<file path="src/rtl/mem_arbiter_ctrl.sv">
// mem_arbiter_ctrl: arbitrates one shared RAM port between the icache
// (single-word reads) and the dcache (single-word or burst reads/writes).
//
// Optional feature macro: ARB_FAIRNESS_EN
//   Undefined: strict dcache priority.
//   Defined:   after STARVE_LIMIT non-burst dcache completions while the
//              icache is waiting, the icache is granted next.
//
// Handshake: a requester holds its request (and address/data) high until
// its wait line drops for one cycle. That one low cycle is the completion
// of one word. wait stays high on FREE/BUSY/ERROR. After an ERROR, keeping
// the request high is the retry.
module mem_arbiter_ctrl #(
  parameter int WORD_W       = 32,
  parameter int STARVE_LIMIT = 4
) (
  input  logic              CLK,
  input  logic              nRST,
  input  logic              iREN,
  input  logic [WORD_W-1:0] iaddr,
  output logic              iwait,
  output logic [WORD_W-1:0] iload,
  input  logic              dREN,
  input  logic              dWEN,
  input  logic [WORD_W-1:0] daddr,
  input  logic [WORD_W-1:0] dstore,
  input  logic              dburst,
  output logic              dwait,
  output logic [WORD_W-1:0] dload,
  output logic              ramREN,
  output logic              ramWEN,
  output logic [WORD_W-1:0] ramaddr,
  output logic [WORD_W-1:0] ramstore,
  input  logic [WORD_W-1:0] ramload,
  input  logic [1:0]        ramstate,
  output logic              err,
  output logic [1:0]        dbg_state
);

  localparam logic [1:0] RAM_FREE   = 2'd0;
  localparam logic [1:0] RAM_BUSY   = 2'd1;
  localparam logic [1:0] RAM_ACCESS = 2'd2;
  localparam logic [1:0] RAM_ERROR  = 2'd3;

  typedef enum logic [1:0] {
    IDLE = 2'd0,
    IGNT = 2'd1,
    DGNT = 2'd2
  } state_t;

  // A limit of zero would let the icache pre-empt the dcache unconditionally.
  if (STARVE_LIMIT < 1) begin : g_bad_limit
    $error("mem_arbiter_ctrl: STARVE_LIMIT must be at least 1");
  end

  state_t state, next_state;
  logic   fair_pick;

  assign dbg_state = state;

`ifdef ARB_FAIRNESS_EN
  localparam int CNT_W = $clog2(STARVE_LIMIT + 1);
  localparam logic [CNT_W-1:0] CNT_MAX = CNT_W'(STARVE_LIMIT);

  logic [CNT_W-1:0] fair_cnt;
  logic             d_single_done;

  // A non-burst dcache word completing while the icache is left waiting.
  assign d_single_done = (state == DGNT) && (ramstate == RAM_ACCESS) &&
                         (dREN || dWEN) && !dburst && iREN;

  assign fair_pick = (fair_cnt == CNT_MAX) && iREN;

  // Starvation counter: cleared when the icache is granted or stops asking.
  always_ff @(posedge CLK or negedge nRST) begin
    if (!nRST) begin
      fair_cnt <= '0;
    end else if ((state == IDLE && !iREN) || state == IGNT) begin
      fair_cnt <= '0;
    end else if (d_single_done && fair_cnt != CNT_MAX) begin
      fair_cnt <= fair_cnt + 1'b1;
    end
  end
`else
  assign fair_pick = 1'b0;
`endif

  // Grant state register.
  always_ff @(posedge CLK or negedge nRST) begin
    if (!nRST) begin
      state <= IDLE;
    end else begin
      state <= next_state;
    end
  end

  // Next-state and combinational RAM/cache outputs from the current grant.
  always_comb begin
    next_state = state;
    iwait      = 1'b1;
    dwait      = 1'b1;
    iload      = '0;
    dload      = '0;
    ramREN     = 1'b0;
    ramWEN     = 1'b0;
    ramaddr    = '0;
    ramstore   = '0;
    err        = 1'b0;

    case (state)
      IDLE: begin
        if (fair_pick) begin
          next_state = IGNT;
        end else if (dREN || dWEN) begin
          next_state = DGNT;
        end else if (iREN) begin
          next_state = IGNT;
        end
      end

      IGNT: begin
        ramREN  = iREN;
        ramaddr = iaddr;
        if (!iREN) begin
          next_state = IDLE;
        end else if (ramstate == RAM_ACCESS) begin
          iwait      = 1'b0;
          iload      = ramload;
          next_state = IDLE;
        end else if (ramstate == RAM_ERROR) begin
          err        = 1'b1;
          next_state = IDLE;
        end
      end

      DGNT: begin
        ramWEN   = dWEN;
        ramREN   = dREN && !dWEN;
        ramaddr  = daddr;
        ramstore = dstore;
        if (!dREN && !dWEN) begin
          next_state = IDLE;
        end else if (ramstate == RAM_ACCESS) begin
          dwait      = 1'b0;
          dload      = dWEN ? '0 : ramload;
          next_state = dburst ? DGNT : IDLE;
        end else if (ramstate == RAM_ERROR) begin
          err        = 1'b1;
          next_state = IDLE;
        end
      end

      default: begin
        next_state = IDLE;
      end
    endcase
  end

endmodule

</file>
<file path="config.mk">
export PLATFORM = sky130hd
export DESIGN_NAME = mem_arbiter_ctrl
export DESIGN_NICKNAME = d
export VERILOG_FILES = /design/src/rtl/mem_arbiter_ctrl.sv
export SDC_FILE = /design/constraint.sdc
export NUM_CORES = 1
export LEC_CHECK = 0
export BUFFER_PORTS_ARGS = -buffer_cell sky130_fd_sc_hd__buf_2
export CAP_MARGIN = 10
export CELL_PAD_IN_SITES_DETAIL_PLACEMENT = 0
export CELL_PAD_IN_SITES_GLOBAL_PLACEMENT = 1
export CORE_AREA = 2 2 112 114
export CTS_CLUSTER_SIZE = 12
export DETAILED_ROUTE_END_ITERATION = 6
export DIE_AREA = 0 0 114 116
export PLACE_DENSITY_LB_ADDON = 0.08
export SYNTH_ARGS = -nofsm -noshare
export SYNTH_HDL_FRONTEND = slang
export SYNTH_SLANG_ARGS = --single-unit
</file>
<file path="constraint.sdc">
create_clock -name CLK -period 1.4 [get_ports CLK]
set_input_delay 0.14 -clock CLK [delete_from_list [all_inputs] [get_ports CLK]]
set_output_delay 0.14 -clock CLK [all_outputs]
set_load 0.005 [all_outputs]
</file>
==> Yosys cells after proc, flatten, opt, wreduce, memory -nomap -nowiden <==
Index checks and enable logic that the tools add are counted.
Widths: inputs -> output; s select.
{ "word_totals": {"reg_bits": 2, "latch_bits": 0, "mem_bits_rw": 0, "rom_bits": 0, "input_bits": 136, "out_inout_bits": 135, "n_memories": 0} }
{ "classes": {"addsub": 0, "n_mul": 0, "div": 0, "n_lt_le_gt_ge": 0, "eq_ne": 5, "shift": 0, "muxes": 30, "bitwise": 0, "n_reduce_logical": 6} }
{ "op_table": {"columns": ["cell", "count"], "rows": [
  ["$mux 32", 8],
  ["$pmux 32 s2", 1],
  ["$mux 2", 8],
  ["$mux 1", 10],
  ["$eq 2x2->1 const B", 3],
  ["$pmux 2 s3", 1],
  ["$pmux 1 s2", 2],
  ["$ne 3x3->1 const B", 1],
  ["$eq 2x1->1 const B", 1],
  ["$logic_and 1x1->1", 2],
  ["$logic_not 1->1", 2],
  ["$logic_not 2->1", 1],
  ["$logic_or 1x1->1", 1]
]} }

==> Longest topological paths before layout <==
Gate-level depths: netlist of the first run.
{ "logic_depth": {"word_depth": 5, "mapped_depth": 7} }

==> Worst setup path before layout of the first run <==
No wires, ideal clock.
{ "synth_timing": {"kind": "register -> output", "from": "register state[1] (netlist: dbg_state[1])", "to": "output iload[10]", "arrival_ps": 1391, "slack_ps": -131, "path_stages_with_launch": 7, "path_buffers": 2, "cell_sequence": "dfrtp_1 > inv_1 > ha_1 > buf_2 > and2_0 > clkbuf_1 > and3_1"} }
{ "synth_via": {"elab_chain_len": 2} }
{ "synth_rtl": {"columns": ["element", "line", "source"], "rows": [
  ["start: declaration", "56", "state_t state, next_state;"],
  ["start signal: assignment", "93", "state <= next_state;"],
  ["$eq 2x1->1", "110", "case (state)"],
  ["$mux 32", "110", null],
  ["end: declaration", "22", "output logic [WORD_W-1:0] iload,"]
]} }
Every way passes these cells.

==> Worst setup path after layout of the first run <==
{ "layout_timing": {"from": "register state[0] (netlist: dbg_state[0])", "to": "output dload[0]"} }
{ "layout_via": {"elab_chain_len": 2} }
{ "layout_rtl": {"columns": ["element", "line", "source"], "rows": [
  ["$eq 2x2->1", "110", null],
  ["$mux 32", "110", null],
  ["end: declaration", "29", "output logic [WORD_W-1:0] dload,"]
]} }
Every way passes these cells.

==> impl_metrics.tcl, run 1 <==
set metrics [dict create \
    outcome "complete, but fails checks" \
    violations "negative setup slack" \
    synth_nets 357 \
    setup_tns_ns -35.54 \
    synth_cells 217 \
    cp.required_ns 1.26 \
    cp_data_arrival_time_ns 1.60 \
    hold_violations 0 \
    layout_commonest_cell "buf_2" \
    viasPerCell 4.25 \
    grt_max_degree 68 \
    ir_drop_mv 0.487 \
    boundaryPins 271 \
    synth.distinct_cells 28 \
    layout-drive-gt1-share_pct 76.0 \
    place_ws_ns -0.170 \
    hp-start "dburst" \
    cp_top_family "buffers and inverters" \
    layout.nets 641 \
    wl_met2_um 5410 \
    area_growth_pct 185 \
    cpPeakStageDelay_ns 0.39 \
    antenna_cells 0 \
    setup_ws_ns -0.337 \
    holdCritPathClass "in -> reg" \
    drt-total-wl_um 9730 \
    ant_nets 0 \
    die_w_um 114 \
    slew_viol_final 0 \
    critPathBufInv 4 \
    largest_reg_flops 2 \
    setup_viol 135 \
    slew_headroom_pct 81.0 \
    synth_seq_area_share_pct 3.57 \
    gp_congestion 0.714 \
    coreArea_mm2 0.0119 \
    clk_latency_ns 0.22 \
    wl_met3_um 747 \
    clk_pin_slew_ns 0.03 \
    core.rowCount 40 \
    dieHeight_um 116 \
    wl_met1_um 3480 \
    rsz0062_at_grt "yes" \
    crit_start "dbg_state[0]$_DFFE_PN0P_" \
    drtIter0Drc 48 \
    dr.pass1.iters 4 \
    numCtsBuffers 3 \
    cpMaxStageDelayCell "dfrtp_1" \
    drc 0 \
    crit_type "reg -> out" \
    start_util_pct 11.8 \
    portBuffers 270 \
    syn-mean-instance-area_um2 6.46 \
    critical_path.startpoint_type "flop" \
    synth-seq-cells 2 \
    layout_common_cells "buf_2 (260), and3_1 (55), and2_1 (33)" \
    grt-ovfl-total 0 \
    crit_top_cell "buf_6" \
    fin_crit_ns 1.74 \
    grt_usage_pct 12.6 \
    topRoutingLayerUsed "met4" \
    h-tree-depth 1 \
    grt_pass1_vias 2464 \
    maxCapViolations 0 \
    rr_startpoint "dbg_state[0]$_DFFE_PN0P_" \
    finalCritPeriodShare_pct 124 \
    fin_area_mm2 0.00400 \
    dpl.hpwl_um 6670 \
    vias 2748 \
    clock_sinks 2 \
    p_leak_nw 2.36 \
    cp_max_fo 8 \
    antenna_found_initial 0 \
    cts-root-buf "clkbuf_16" \
    max_slew.worst_pin.slew_ns 0.284 \
    avgRoutedWirePerCell_um 15.1 \
    path_cells "inv_2 > ha_4 > nand2_4 > nor2_4 > buf_6 > buf_16 > and3_4 > buf_6" \
    cts_buffer_depth 2 \
    fin_skew_ns 0.0000701 \
    cts_tree "yes" \
    endpoint_kind "output pin" \
    max_freq_ghz 0.576 \
    die-area_mm2 0.0132 \
    ys_warn_count 0 \
    placed_area_mm2 0.00301 \
    syn_area_mm2 0.00140 \
    grt_first_pass_wirelength_um 13100 \
    powerDensity_mw_per_mm2 1270 \
    fillers 1302 \
]
[what timing repair did]
item,4_1_cts,5_1_grt
hold buffers,1,0
cloned,8,6
resized for setup,57,58
endpoints found under the setup margin,135,135
hold endpoints to repair,2,0
setup buffers,7,0
pin swaps,17,12
[routing by layer]
layer,vias up,GRT usage (%)
met5,-,0
met4,0,2.76
met3,10,2.88
met2,143,24.6
met1,1246,13.8
li1,1349,-
[final timing paths]
| kind | to | slack [ns] | cells past startpoint |
|---|---|---|---|
| setup / recovery | dload[0] | -0.34 | 8 |
| hold / removal | dbg_state[1]$_DFFE_PN0P_ | 0.25 | 3 |
| setup reg to reg | dbg_state[1]$_DFFE_PN0P_ | -0.10 | 6 |
| hold reg to reg | dbg_state[1]$_DFFE_PN0P_ | 0.72 | 2 |
| max in group asynchronous | dbg_state[1]$_DFFE_PN0P_ | 1.03 | 2 |
| min in group asynchronous | dbg_state[0]$_DFFE_PN0P_ | 0.27 | 2 |
[cell usage after synthesis (all sizes together)]
cell      n  area (um2)
nand2     4        15.0
or4b      1        10.0
nand4bb   1        11.3
nor4      1        6.26
o21ai     1        5.00
a21oi     1        5.00
ha        4        50.1
and2     34         213
nor2b    32         200
inv       2        7.51
o211ai    1        7.51
o2bb2ai   1        8.76
o311ai    1        8.76
and3     64         400
a31oi     1        6.26
a21o      1        7.51
o21a      1        7.51
nand3     1        5.00
a22oi    32         240
buf       4        22.5
clkbuf   24        95.1
dfrtp     2        50.1
nor2      1        3.75
and2b     1        7.51
o21bai    1        7.51
[power breakdown]
group	leakage, nW	internal (mW)	total (mW)	switching (mW)
sequential	0.0256	0.0772	0.102	0.0250
combinational	2.30	2.70	4.55	1.85
clock	0.0370	0.363	0.427	0.0639
[worst register-to-register path, delay by kind of cell (launching register included)]
kind / cells / cell delay, ns
buf+inv: 2 / 0.22
simple gates: 1 / 0.44
flops: 1 / 0.39
fa+ha+maj: 1 / 0.11
compound gates: 2 / 0.26
[per-stage QoR]
stage                     cells  total power, mW  hold WS [ns]  util [%]
after floorplan             217             1.46        -0.156         -
after global placement      622             2.78       -0.0715      25.3
after detailed placement    622             2.76       -0.0727      25.3
after CTS                   641             4.16         0.256      30.1
after global routing        646             5.44         0.268      33.6
final                       646             5.08         0.252      33.6
[kinds of logic after synthesis]
kind of cell	count (synthesis)	share of synthesized area (%)
and+or+nand+nor	140	62.2
DFF	2	3.57
adders and majority gates	4	3.57
buffers and inverters	30	8.93
AOI/OAI and AO/OA	41	21.7
[cell type report]
cell class | count | area, um2 | area share (%)
timing repair buffer | 307 | 2040 | 51.1
tap | 147 | 184 | 4.60
inverter | 2 | 7.51 | 0.188
clock buffer | 3 | 75.1 | 1.88
multi-input combinational | 185 | 1640 | 41.0
sequential | 2 | 50.0 | 1.25
Note: power is estimated with default switching activity, not from simulation.
==> inputs of run 2 (changes only) <==
--- a/config.mk
+++ b/config.mk
@@ -10,8 +10,8 @@
 export CELL_PAD_IN_SITES_DETAIL_PLACEMENT = 0
 export CELL_PAD_IN_SITES_GLOBAL_PLACEMENT = 1
-export CORE_AREA = 2 2 112 114
+export CORE_AREA = 5 5 115 117
 export CTS_CLUSTER_SIZE = 12
 export DETAILED_ROUTE_END_ITERATION = 6
-export DIE_AREA = 0 0 114 116
+export DIE_AREA = 0 0 120 122
 export PLACE_DENSITY_LB_ADDON = 0.08
 export SYNTH_ARGS = -nofsm -noshare
==> constraint.sdc (replaced) <==
create_clock -name CLK -period 1.4 [get_ports CLK]
set_input_delay 0.21 -clock CLK [delete_from_list [all_inputs] [get_ports CLK]]
set_output_delay 0.21 -clock CLK [all_outputs]
set_load 0.005 [all_outputs]
==> run 2 against run 1 <==
Clock skew is essentially flat. The flow still finishes with violations (negative setup slack). Hold slack gained 0.070 ns. Register-to-register slack gained 0.04 ns.
==> impl_metrics.tcl, run 2 (same netlist as run 1, synthesis figures left out) <==
set metrics [dict create \
    endpoint_kind "output pin" \
    clk_pin_slew_ns 0.03 \
    hold_ws_ns 0.321 \
    rsz0062_at_grt "yes" \
    boundaryPins 271 \
    die-area_mm2 0.0146 \
    fin_skew_ns 0.000417 \
    dr.pass1.iters 4 \
    cts_buffer_depth 2 \
    path_cells "inv_2 > ha_4 > nand2_1 > nor2_2 > buf_12 > and3_1 > buf_2" \
    ant_nets 0 \
    avgRoutedWirePerCell_um 15.3 \
    max_slew.worst_pin.slew_ns 0.274 \
    placed_area_mm2 0.00304 \
    placed_cells 629 \
    cp.required_ns 1.19 \
    area_growth_pct 154 \
    rr_startpoint "dbg_state[1]$_DFFE_PN0P_" \
    layout-drive-gt1-share_pct 70.4 \
    maxCapViolations 0 \
    dieHeight_um 122 \
    grt_max_degree 39 \
    powerDensity_mw_per_mm2 1220 \
    setup_viol 135 \
    cp_data_arrival_time_ns 1.55 \
    gp_congestion 0.756 \
    critPathBufInv 3 \
    portBuffers 270 \
    outcome "complete, but fails checks" \
    grt_use_met2_pct 23.7 \
    holdCritPathClass "in -> reg" \
    layout_common_cells "buf_2 (270), and3_1 (64), and2_1 (33)" \
    largest_reg_flops 2 \
    cpMaxStageDelayCell "dfrtp_1" \
    multi_input_area_mm2 0.00148 \
    utilization_pct 29.0 \
    dpl.hpwl_um 7660 \
    place_ws_ns -0.225 \
    fin_crit_ns 1.76 \
    grt_pass1_vias 2585 \
    layout_commonest_cell "buf_2" \
    regToRegSetupSlack_ns -0.06 \
    numCtsBuffers 3 \
    cp_max_fo 33 \
    grt_first_pass_wirelength_um 13600 \
    setup_tns_ns -43.09 \
    slew_headroom_pct 81.7 \
    grt_use_met1_pct 11.4 \
    start_util_pct 11.4 \
    p_leak_nw 2.21 \
    hold_violations 0 \
    drc 0 \
    finalCritPeriodShare_pct 126 \
    r2r_cells 5 \
    setup_ws_ns -0.361 \
    cpPeakStageDelay_ns 0.40 \
    grt_usage_pct 11.5 \
    fin_area_mm2 0.00355 \
    antenna_cells 0 \
    crit_type "reg -> out" \
    drt-total-wl_um 9790 \
    hp-start "dburst" \
    die_w_um 120 \
    crit_cells 7 \
    grtUsageMet3_pct 2.83 \
    cts-root-buf "clkbuf_16" \
    layout.nets 632 \
    coreArea_mm2 0.0123 \
    clock_sinks 2 \
    slew_viol_final 0 \
    drtIter0Drc 71 \
    cts_tree "yes" \
    max_freq_ghz 0.568 \
    core.rowCount 41 \
    ir_drop_mv 0.588 \
    antenna_found_initial 0 \
    viasPerCell 4.15 \
    critical_path.startpoint_type "flop" \
    grt-ovfl-total 0 \
    cp_top_family "buffers and inverters" \
    h-tree-depth 1 \
    busiest_layer "met2" \
    hold_path_depth 3 \
    clk_latency_ns 0.22 \
    totalPowerFinal_mw 4.35 \
    layout.cells.non_filler 640 \
    fillers 1403 \
    r2r-end "dbg_state[1]$_DFFE_PN0P_" \
    ff_latch_area_um2 50.0 \
    violations "negative setup slack" \
    vias 2656 \
    holdPathEnd "dbg_state[1]$_DFFE_PN0P_" \
]
run 2: cell types whose count changed in the layout (fill, tap and decap cells not counted), moves of 9 or more:
cell / before / now
and3_4: 9 / 0
and3_1: 55 / 64
buf_2: 260 / 270
nor2b_4: 20 / 7
nor2b_1: 11 / 23
buf_6: 18 / 6
run 2: per-layer routing:
layer	routed length, um	share of wire [%]
met1	3290	34
met2	5610	57
met3	808	8.3
met4	76	0.78
met5	0	0
run 2: power breakdown:
group	internal, mW	total, mW	switching (mW)
logic	2.17	3.81	1.64
registers	0.0771	0.105	0.0275
clock network	0.364	0.431	0.0672
run 2: worst reg2reg max path, stage by stage (launching register included):
cell       delay [ns]
dfrtp_1          0.42
inv_2            0.12
ha_4             0.13
or4b_1           0.45
o311ai_2         0.10
o2bb2ai_1        0.15
run 2: layout make-up:
| class | count | area share (%) |
|---|---|---|
| timing repair buffer | 298 | 49.3 |
| tap | 150 | 5.28 |
| clock buffer | 3 | 2.11 |
| multi-input combinational | 185 | 41.6 |
| inverter | 2 | 0.211 |
| sequential | 2 | 1.41 |
run 2: repair_timing:
item | in CTS | in global routing
hold buffers | 1 | 0
resized for setup | 32 | 27
hold endpoints to repair | 2 | 0
endpoints found under the setup margin | 135 | 135
buffers inserted | 2 | 0
cloned | 2 | 3
pin swaps | 1 | 5
run 2: worst max path at each step:
| stage | startpoint | to | slack, ns |
|---|---|---|---|
| final | dbg_state[0]$_DFFE_PN0P_ | dload[6] | -0.36 |
| after global routing | dbg_state[0]$_DFFE_PN0P_ | ramstore[27] | -0.44 |
| after CTS | dbg_state[0]$_DFFE_PN0P_ | iload[0] | -0.36 |
| after detailed placement | dbg_state[0]$_DFFE_PN0P_ | ramstore[13] | -0.22 |
| after global placement | dbg_state[0]$_DFFE_PN0P_ | ramstore[27] | -0.20 |
| after floorplan | dbg_state[0]$_DFFE_PN0P_ | dload[22] | -0.11 |
==> inputs of run 3 (changes only) <==
- SKIP_CTS_REPAIR_TIMING: unset -> 1
==> run 3 against run 2 <==
Register-to-register slack got worse by 0.09 ns. The run still ends with negative setup slack left. Non-clock buffer count down 1. Via count fell by 0.15%. Largest cell class unchanged. Sequential power is essentially flat. Flip-flop and latch count did not move.
==> impl_metrics.tcl, run 3 (same netlist as run 1, synthesis figures left out) <==
set metrics [dict create \
    internal_power_mw 2.48 \
    fin_skew_ns 0.000204 \
    cp.required_ns 1.19 \
    viasPerCell 4.15 \
    start_util_pct 11.4 \
    die-area_mm2 0.0146 \
    maxCapViolations 0 \
    powerDensity_mw_per_mm2 1180 \
    clock_sinks 2 \
    grt_use_met2_pct 22.7 \
    layout_commonest_cell "buf_2" \
    outcome "complete, but fails checks" \
    antenna_found_initial 0 \
    vias 2652 \
    h-tree-depth 1 \
    layout.cells.non_filler 639 \
    boundaryPins 271 \
    dr.pass1.iters 4 \
    regToRegSetupSlack_ns -0.15 \
    avgRoutedWirePerCell_um 15.4 \
    endpoint_kind "output pin" \
    core.rowCount 41 \
    slew_headroom_pct 75.7 \
    finalCritPeriodShare_pct 125 \
    clk_latency_ns 0.22 \
    crit_start "dbg_state[1]$_DFFE_PN0P_" \
    dieHeight_um 122 \
    grt_use_met1_pct 11.1 \
    layout.nets 631 \
    fin_crit_ns 1.74 \
    gp_congestion 0.756 \
    die_w_um 120 \
    cts_buffer_depth 2 \
    holdCritPathClass "in -> reg" \
    coreArea_mm2 0.0123 \
    largest_reg_flops 2 \
    clk_pin_slew_ns 0.03 \
    comb_power_share_pct 87.1 \
    place_ws_ns -0.225 \
    grt_usage_pct 11.1 \
    setup_tns_ns -40.50 \
    busiest_layer "met2" \
    cts-root-buf "clkbuf_16" \
    placed_cells 629 \
    crit_type "reg -> out" \
    fin_area_mm2 0.00353 \
    hp-start "dburst" \
    grt_pass1_vias 2476 \
    numCtsBuffers 3 \
    drc 0 \
    drt-total-wl_um 9820 \
    critical_path.startpoint_type "flop" \
    grt_max_degree 39 \
    p_leak_nw 2.18 \
    slew_viol_final 0 \
    drtIter0Drc 58 \
    layout_common_cells "buf_2 (266), and3_1 (60), and2_1 (33)" \
    max_slew.worst_pin.slew_ns 0.359 \
    hold_violations 0 \
    utilization_pct 28.8 \
    setup_ws_ns -0.344 \
    p_seq_share_pct 2.6 \
    ant_nets 0 \
    totalPowerFinal_mw 4.15 \
    grt_first_pass_wirelength_um 13100 \
    switchingPower_mw 1.68 \
    dpl.hpwl_um 7660 \
    portBuffers 270 \
    power_frac_clock_pct 10.3 \
    violations "negative setup slack" \
    rr_startpoint "dbg_state[0]$_DFFE_PN0P_" \
    layout-drive-gt1-share_pct 69.3 \
    antenna_cells 0 \
    cts_tree "yes" \
    grtUsageMet3_pct 2.79 \
    grt-ovfl-total 0 \
    setup_viol 135 \
    switching_share_pct 40.4 \
    area_growth_pct 152 \
    cp_max_fo 20 \
    hold_ws_ns 0.320 \
    cp_data_arrival_time_ns 1.53 \
    ir_drop_mv 0.686 \
    placed_area_mm2 0.00304 \
    rsz0062_at_grt "yes" \
    max_freq_ghz 0.573 \
]
run 3: changes by cell type in the layout (fill, tap and decap cells not counted), moves of 2 or more:
cell	previous run	this run
a22oi_1	6	10
a22oi_2	26	22
and3_1	64	60
and3_4	0	4
buf_2	270	266
buf_6	6	10
nor2b_1	23	27
nor2b_4	7	4
buf_16	2	0
buf_4	10	8
buf_8	0	2
run 3: final timing paths:
path	end	cells after the start
max reg2reg	dbg_state[0]$_DFFE_PN0P_	6
min	dbg_state[1]$_DFFE_PN0P_	3
max	iload[14]	6
max in group asynchronous	dbg_state[0]$_DFFE_PN0P_	2
min reg2reg	dbg_state[0]$_DFFE_PN0P_	2
min in group asynchronous	dbg_state[1]$_DFFE_PN0P_	2
run 3: power by group through the flow:
stage               Sequential [mW]  Combinational, mW  Clock (mW)
detailed placement           0.0959               2.74           0
finish                        0.108               3.62       0.429
global route                  0.111               3.96       0.449
global placement             0.0955               2.78           0
CTS                          0.0952               2.76       0.442
floorplan                     0.101               1.37           0
run 3: area by class of cell:
class	count	area, um2
Fill cell	1406	8730
Timing Repair Buffer	297	1760
Multi-Input combinational cell	185	1440
Tap cell	150	188
Clock buffer	3	75.1
Sequential cell	2	51.3
Inverter	2	10.0
run 3: worst max-delay path, cell delays in order (launching register included):
cell and delay (ns):
dfrtp_1 0.42, inv_2 0.12, ha_4 0.17, and2_4 0.18, buf_12 0.14, and3_1 0.16
buf_2 0.11
run 3: layer usage:
metal | vias up | part of all wire, %
met5 | - | 0
met4 | 0 | 0.77
met3 | 6 | 8.4
met2 | 121 | 57
met1 | 1201 | 34
li1 | 1324 | -
